**src/rtl/theta_phase_sequencer.sv**
```systemverilog
// Debounced theta phase sequencer: quantises the oscillator (x, y) into octants and walks a 0..7 phase.
// Define THETA_PHASE_GUARD_EN to blank both windows for GUARD updates after half-cycle boundaries and resyncs.
module theta_phase_sequencer #(
    parameter int WIDTH   = 18,
    parameter int CONFIRM = 3,
    parameter int RESYNC  = 8,
    parameter int MIN_AMP = 1024,
    parameter int GUARD   = 2
) (
    input  logic                    clk,
    input  logic                    rst,
    input  logic                    clk_en,
    input  logic signed [WIDTH-1:0] theta_x,
    input  logic signed [WIDTH-1:0] theta_y,
    output logic [2:0]              theta_phase,
    output logic                    encoding_window,
    output logic                    retrieval_window,
    output logic [1:0]              phase_subwindow,
    output logic                    phase_advance,
    output logic                    cycle_wrap,
    output logic [15:0]             cycle_count,
    output logic                    locked
);

    generate
        if (CONFIRM < 1 || CONFIRM > 15 || RESYNC < 2 || RESYNC > 255 ||
            GUARD < 0 || GUARD > 255 || MIN_AMP < 0) begin : g_bad_param
            $error("theta_phase_sequencer: parameter out of range");
        end
    endgenerate

    localparam logic [3:0]       CONFIRM_C = 4'(CONFIRM);
    localparam logic [7:0]       RESYNC_C  = 8'(RESYNC);
    localparam logic [WIDTH:0]   MIN_AMP_C = (WIDTH+1)'(MIN_AMP);
    localparam logic [WIDTH-1:0] MAG_MAX   = {1'b0, {(WIDTH-1){1'b1}}};
    localparam logic [WIDTH-1:0] MOST_NEG  = {1'b1, {(WIDTH-1){1'b0}}};

    // Magnitude with the most-negative code saturated so it never wraps back to negative.
    function automatic logic [WIDTH-1:0] mag(input logic signed [WIDTH-1:0] v);
        logic [WIDTH-1:0] r;
        if (!v[WIDTH-1]) begin
            r = $unsigned(v);
        end else if ($unsigned(v) == MOST_NEG) begin
            r = MAG_MAX;
        end else begin
            r = $unsigned(-v);
        end
        return r;
    endfunction

    function automatic logic [2:0] octant(input logic neg_x, input logic neg_y,
                                          input logic [WIDTH-1:0] ax, input logic [WIDTH-1:0] ay);
        logic [2:0] o;
        case ({neg_x, neg_y})
            2'b00:   o = (ax > ay) ? 3'd0 : 3'd1;
            2'b10:   o = (ay > ax) ? 3'd2 : 3'd3;
            2'b11:   o = (ax > ay) ? 3'd4 : 3'd5;
            2'b01:   o = (ay > ax) ? 3'd6 : 3'd7;
            default: o = 3'd0;
        endcase
        return o;
    endfunction

    logic [WIDTH-1:0] ax_s, ay_s;
    logic [WIDTH:0]   amp_s;
    logic [2:0]       raw_s, nxt_s;

    logic [2:0]  phase_r, phase_n;
    logic [3:0]  conf_r, conf_n;
    logic [7:0]  res_r, res_n;
    logic [15:0] count_r, count_n;
    logic        locked_r, locked_n;
    logic        adv_r, adv_n;
    logic        wrap_r, wrap_n;
    logic        enc_r, enc_n;
    logic        ret_r, ret_n;
    logic        resync_s;

    assign ax_s  = mag(theta_x);
    assign ay_s  = mag(theta_y);
    assign amp_s = {1'b0, ax_s} + {1'b0, ay_s};
    assign raw_s = octant(theta_x[WIDTH-1], theta_y[WIDTH-1], ax_s, ay_s);
    assign nxt_s = phase_r + 3'd1;

    // Next-state: debounce forward steps, count non-adjacent octants toward a forced resync.
    always_comb begin
        phase_n  = phase_r;
        conf_n   = conf_r;
        res_n    = res_r;
        count_n  = count_r;
        locked_n = locked_r;
        adv_n    = 1'b0;
        wrap_n   = 1'b0;
        resync_s = 1'b0;
        if (clk_en) begin
            if (amp_s < MIN_AMP_C) begin
                conf_n = 4'd0;
                res_n  = 8'd0;
            end else if (raw_s == phase_r) begin
                conf_n = 4'd0;
                res_n  = 8'd0;
            end else if (raw_s == nxt_s) begin
                res_n = 8'd0;
                if (conf_r + 4'd1 == CONFIRM_C) begin
                    conf_n  = 4'd0;
                    phase_n = nxt_s;
                    adv_n   = 1'b1;
                    if (phase_r == 3'd7) begin
                        wrap_n   = 1'b1;
                        count_n  = count_r + 16'd1;
                        locked_n = 1'b1;
                    end else begin
                        wrap_n = 1'b0;
                    end
                end else begin
                    conf_n = conf_r + 4'd1;
                end
            end else begin
                conf_n = 4'd0;
                if (res_r + 8'd1 == RESYNC_C) begin
                    res_n    = 8'd0;
                    phase_n  = raw_s;
                    locked_n = 1'b0;
                    resync_s = 1'b1;
                end else begin
                    res_n = res_r + 8'd1;
                end
            end
        end else begin
            adv_n  = 1'b0;
            wrap_n = 1'b0;
        end
    end

`ifdef THETA_PHASE_GUARD_EN
    localparam logic [7:0] GUARD_C = 8'(GUARD);
    logic [7:0] guard_r, guard_n;

    // Window decode with a blanking gap after half-cycle crossings and resyncs.
    always_comb begin
        guard_n = guard_r;
        if (clk_en) begin
            if (resync_s || (adv_n && (phase_r[1:0] == 2'b11))) begin
                guard_n = GUARD_C;
            end else if (guard_r != 8'd0) begin
                guard_n = guard_r - 8'd1;
            end else begin
                guard_n = guard_r;
            end
        end else begin
            guard_n = guard_r;
        end
        enc_n = (guard_n == 8'd0) && !phase_n[2];
        ret_n = (guard_n == 8'd0) && phase_n[2];
    end

    // Guard countdown register.
    always_ff @(posedge clk) begin
        if (rst) begin
            guard_r <= 8'd0;
        end else begin
            guard_r <= guard_n;
        end
    end
`else
    // Window decode straight from the next phase.
    always_comb begin
        enc_n = !phase_n[2];
        ret_n = phase_n[2];
    end
`endif

    // State and output registers.
    always_ff @(posedge clk) begin
        if (rst) begin
            phase_r  <= 3'd0;
            conf_r   <= 4'd0;
            res_r    <= 8'd0;
            count_r  <= 16'd0;
            locked_r <= 1'b0;
            adv_r    <= 1'b0;
            wrap_r   <= 1'b0;
            enc_r    <= 1'b1;
            ret_r    <= 1'b0;
        end else begin
            phase_r  <= phase_n;
            conf_r   <= conf_n;
            res_r    <= res_n;
            count_r  <= count_n;
            locked_r <= locked_n;
            adv_r    <= adv_n;
            wrap_r   <= wrap_n;
            enc_r    <= enc_n;
            ret_r    <= ret_n;
        end
    end

    assign theta_phase      = phase_r;
    assign phase_subwindow  = phase_r[1:0];
    assign encoding_window  = enc_r;
    assign retrieval_window = ret_r;
    assign phase_advance    = adv_r;
    assign cycle_wrap       = wrap_r;
    assign cycle_count      = count_r;
    assign locked           = locked_r;

endmodule

```
**config.mk**
```make
export PLATFORM = sky130hd
export DESIGN_NAME = theta_phase_sequencer
export DESIGN_NICKNAME = d
export VERILOG_FILES = /design/src/rtl/theta_phase_sequencer.sv
export SDC_FILE = /design/constraint.sdc
export NUM_CORES = 1
export LEC_CHECK = 0
export BUFFER_PORTS_ARGS = -buffer_cell sky130_fd_sc_hd__buf_2
export CORE_ASPECT_RATIO = 2
export CORE_MARGIN = 1.5
export CORE_UTILIZATION = 59
export DETAILED_ROUTE_END_ITERATION = 7
export PLACE_DENSITY = 0.85
export SYNTH_ARGS = -nofsm -noshare
export SYNTH_HDL_FRONTEND = slang
export SYNTH_SLANG_ARGS = --single-unit
```
**constraint.sdc**
```tcl
create_clock -name clk -period 5.1 [get_ports clk]
set_input_delay 0.255 -clock clk [delete_from_list [all_inputs] [get_ports clk]]
set_output_delay 0.255 -clock clk [all_outputs]
set_load 0.1 [all_outputs]
```
# [Word level (Yosys, flattened, before mapping)]
# Index checks and enable logic that the tools add are counted.
[word_totals] out_inout_bits=26 regBits=35
[op_classes] muxes=29 reduce_logical=8 addsub=7 n_bitwise=5 n_eq_ne=12 magnitude_cmp=3
[ops] cell="$mux 18" n=4
[ops] cell="$eq 18x18->1 const B" n=2
[ops] cell="$gt 18x18->1" n=2
[ops] cell="$neg 18->18" n=2
[ops] cell="$mux 8" n=4
[ops] cell="$add 18x18->19" n=1
[ops] cell="$lt 19x11->1 const B" n=1
[ops] cell="$mux 3" n=6
[ops] cell="$add 16x1->16 const B" n=1
[ops] cell="$mux 4" n=4
[ops] cell="$pmux 3 s4" n=1
[ops] cell="$reduce_and 6->1" n=2
[ops] cell="$mux 1" n=10
[ops] cell="$add 8x1->8 const B" n=1
[ops] cell="$eq 8x4->1 const B" n=1
[ops] cell="$eq 3x3->1" n=2
[ops] cell="$reduce_or 6->1" n=1
[ops] cell="$not 1->1" n=5
[ops] cell="$reduce_and 5->1" n=1
[ops] cell="$reduce_or 5->1" n=1
[ops] cell="$add 4x1->4 const B" n=1
[ops] cell="$eq 2x2->1 const B" n=2
[ops] cell="$eq 4x2->1 const B" n=1
[ops] cell="$ne 2x1->1 const B" n=2
[ops] cell="6 further kinds" n=6

# [Logic depth before layout (Yosys ltp)]
[depth] ltp_word=12 depth_mapped=23 mapped_depth_nobuf=20

# [Worst setup path after synthesis]
# Ideal clock, no wire load.
[synth_path] path_type="in2reg" startpoint="in theta_y[13]" endpoint="reg phase_r[0], in the netlist theta_phase[0]" path_stages=18 setup_slack_ns=0.536 setup_time_ns=0.058 n_path_buf=4 t_arrival_ns=4.506 cell_sequence="or4_1 or4_1 or3_1 clkbuf_1 clkbuf_1 nand2_1 ha_1 buf_4 nor4_1 nand2_1 o211ai_1 o21a_1 o311a_4 mux2i_2 buf_6 mux2_4 a311oi_1 a31o_2"
[synth_via] elab_chain_cells=9
[synth_lines] element="start: declaration" line="14" rtl="input logic signed [WIDTH-1:0] theta_y,"
[synth_lines] element="$neg 18->18 or $eq 18x18->1 (tied branches)" line="46, 43"
[synth_lines] element="$mux 18" line="43" rtl="end else if ($unsigned(v) == MOST_NEG) begin"
[synth_lines] element="$mux 18 (*)" line="41" rtl="if (!v[WIDTH-1]) begin"
[synth_lines] element="parallel branches: the longest is 6 deep, another holds $add 18x18->19"
[synth_lines] element="end signal: assignment" line="186" rtl="phase_r <= phase_n;"
[synth_lines] element="end: declaration" line="68" rtl="logic [2:0] phase_r, phase_n;"
# Every way passes the cells marked *. The select of a mux whose other input is x is not followed.
# A chain may end at the register's enable or synchronous reset.

# [Final worst setup path]
[layout_path] startpoint="in theta_x[3]" endpoint="reg count_r[4], in the netlist cycle_count[4]"
[layout_via] elab_chain_cells=9
[layout_lines] element="start: declaration" line="13" rtl="input logic signed [WIDTH-1:0] theta_x,"
[layout_lines] element="$neg 18->18 or $eq 18x18->1 (tied branches)" line="46, 43"
[layout_lines] element="$mux 18" line="43"
[layout_lines] element="$mux 18 (*)" line="41"
[layout_lines] element="parallel branches: the longest is 5 deep, another holds $add 18x18->19"
[layout_lines] element="$reduce_and 6->1 (no source line) (*)"
[layout_lines] element="end signal: assignment" line="189" rtl="count_r <= count_n;"
[layout_lines] element="end: declaration" line="71" rtl="logic [15:0] count_r, count_n;"
# Every way passes the cells marked *.

==> impl_metrics.toml <==
[worst_setup_path]
r2r_start = "theta_phase[0]"
crit_chain = "buf_2 -> nor3_1 -> nand3_1 -> or3_1 -> or3_1 -> o21ai_0 -> xor2_1 -> nand2_1 -> ha_1 -> buf_4 -> nand4_1 -> o211ai_1 -> a211o_1 -> a311oi_1 -> o2111ai_1 -> a2111oi_4 -> a2111oi_4 -> buf_12 -> a41o_1 -> a21oi_1"
arrival_ns = 4.98
reg2reg_depth = 11
critPathMaxFanout = 21
critical_path_class = "in -> reg"
crit_path_end_kind = "flip-flop"
cp.required_ns = 5.30
crit_slowest_cell = "a2111oi_4"
cp-endpoint = "cycle_count[4]"
r2r-end = "cycle_count[4]"
startpoint = "theta_x[3]"
cp_slowest_stage_delay_ns = 0.59
r2r_slack_ns = 2.54
critPathLaunchType = "input pin"

[power_and_ir_drop]
peakVddDrop_v = 0.0002715
total_power_mw = 1.082
leakage_nw = 2.248
cellPowerDensity_mw_per_mm2 = 218.4

[placement]
io_buffers = 64
dp_cells = 731
place_ws_ns = -0.01551
gp_congestion = 1.016
hpwlAfterDp_um = 9640

[timing]
setup_violations = 0
finalWorstSetupSlack_ns = 0.3224
fin_crit_sh = 0.9368
fin_setup_tns_ns = 0
worstMarginPinSlew_ns = 0.6525
slew_violations = 0
rsz0062_at_grt = "false"
min_period_ns = 4.778
slew_headroom = 0.5616
max_freq_ghz = 0.2093
finClkSkew_ns = 0.003233
finalHoldViolations = 0

[detailed_routing]
via_count = 4706
vias_per_cell = 6.377
drt_pass1_iterations = 6
finalWirelength_um = 12370
wl_per_cell_um = 16.76
first_iter_violations = 343
drc_errors = 0
ant_nets = 0

[floorplan]
core_mm2 = 0.007267
rows = 44
die_h_um = 125.5
start_util = 0.6093
die_x_um = 64.26
io_pins = 65
dieArea_mm2 = 0.008065

[clock_network]
cts.path.max_buffers = 2
cts_sinks = 35
postCtsSetupBuffers = 0
clk_pin_slew_worst_paths_ns = 0.05
cts_tree = "done"
cts_made_buffers = 5
clockRootBuffer = "clkbuf_16"
clk_latency_ns = 0.28
hold_buffers = 0
htree_levels = 2

[yosys]
synth-seq-cells = 35
synth.yosys.seq_area_share = 0.1582
synthCells = 593
syn_area_mm2 = 0.004428
synthFlopType = "dfxtp_1"
avgSynthCellArea_um2 = 7.467
synth_fp_nets = 680
synth_cell_type_count = 78
yosysWarnings = 0
synth_edf_count = 0
synthArstFlopShare = 0

[hold_path]
hp-class = "in -> reg"
hold_start = "clk_en"

[global_route]
grt_pass1_wl_um = 20360
grt_max_degree = 37
grt_usage = 0.3080
grt_pass1_vias = 4796
grt-ovfl-total = 0
antenna_found_initial = 0

[final_layout]
fin_cells = 738
post-route-util = 0.6818
drive_above_1_share = 0.1873
antenna_cells = 0
layout.nets = 733
areaGrowthSynthToFinish_pct = 11.90
layout_commonest_cell = "nand2_1"
mostFrequentLayoutCells = "77 x nand2_1, 64 x buf_2, 46 x inv_1, 46 x ha_1, 43 x a21oi_1"

[job]
maxCapViolations = 0

[outcome]
status = "completed"
[layout make-up]
cell class | count | area, um^2
sequential | 35 | 700.7
fill | 629 | 2312
tap | 92 | 115.1
timing repair buffer | 78 | 450.4
clock inverter | 1 | 30.03
clock buffer | 6 | 128.9
multi-input combinational | 480 | 3357
inverter | 46 | 172.7
[synthesized netlist by cell type (all sizes together) (10+ instances only)]
| cell | instances | area, um^2 |
|---|---|---|
| nor2 | 38 | 142.6 |
| clkbuf | 14 | 66.31 |
| a21oi | 45 | 229.0 |
| nand3 | 14 | 70.07 |
| and3 | 10 | 62.56 |
| nand2 | 78 | 300.3 |
| inv | 46 | 172.7 |
| dfxtp | 35 | 700.7 |
| xor2 | 27 | 236.5 |
| ha | 48 | 600.6 |
| nor3 | 15 | 80.08 |
| o211ai | 10 | 75.07 |
| o31ai | 10 | 75.07 |
| buf | 17 | 143.9 |
| o21ai | 17 | 85.08 |
| nand4 | 21 | 131.4 |
[worst max-delay path: cells and delay by family]
family	cells	cell delay (ns)
adder cells (fa/ha/maj)	1	0.31
buffers and inverters	3	0.48
AND/OR/NAND/NOR	6	1.51
XOR/XNOR	1	0.17
AO/OA/AOI/OAI	9	2.23
[where the power goes]
part	total [mW]	switching (mW)	internal, mW
sequential	0.284	0.00503	0.278
clock	0.337	0.109	0.228
combinational	0.462	0.293	0.169
[state kept, by name, indices dropped and copies added, names as in the netlist, named ones only]
register / flops
theta_phase: 2
cycle_wrap: 1
phase_advance: 1
encoding_window: 1
res_r: 8
locked: 1
cycle_count: 16
conf_r: 4
[stage by stage]
stage	hold WS, ns	area, um^2
6_report	0.3346	4955
2_1_floorplan	0.4583	4428
5_1_grt	0.3497	4955
3_3_place_gp	0.4677	4775
3_5_place_dp	0.4784	4775
4_1_cts	0.3322	4933
[worst min path at each step]
stage / endpoint / cells past startpoint
global route: res_r[1] / 3
detailed placement: res_r[1] / 2
floorplan: res_r[1] / 2
global placement: res_r[1] / 2
CTS: res_r[1] / 3
finish: res_r[1] / 3
[layer usage]
metal  up-vias  part of all wire  track usage  wire (um)
li1       2250                 -            -          -
met1      2215              0.35       0.2812       4368
met2       181              0.56       0.6127       6872
met3        60             0.033      0.02248        404
met4         0             0.059       0.2015        725
met5         -                 0            0          0
[timing repair]
action	in CTS	in global routing
endpoints found under the setup margin	0	21
endpoints found under the hold margin	0	0
resized for setup	0	7
[kinds of logic (layout without fill, tap and decap cells)]
logic type / count (synthesis) / in the layout / share of synthesized area
flops: 35 / 35 / 0.1582
simple gates: 236 / 236 / 0.2764
compound gates: 154 / 154 / 0.2535
xor+xnor: 33 / 33 / 0.06527
fa+ha+maj: 48 / 48 / 0.1356
buf+inv: 78 / 131 / 0.08844
mux: 9 / 9 / 0.02260
Note: power is estimated with default switching activity, not from simulation.
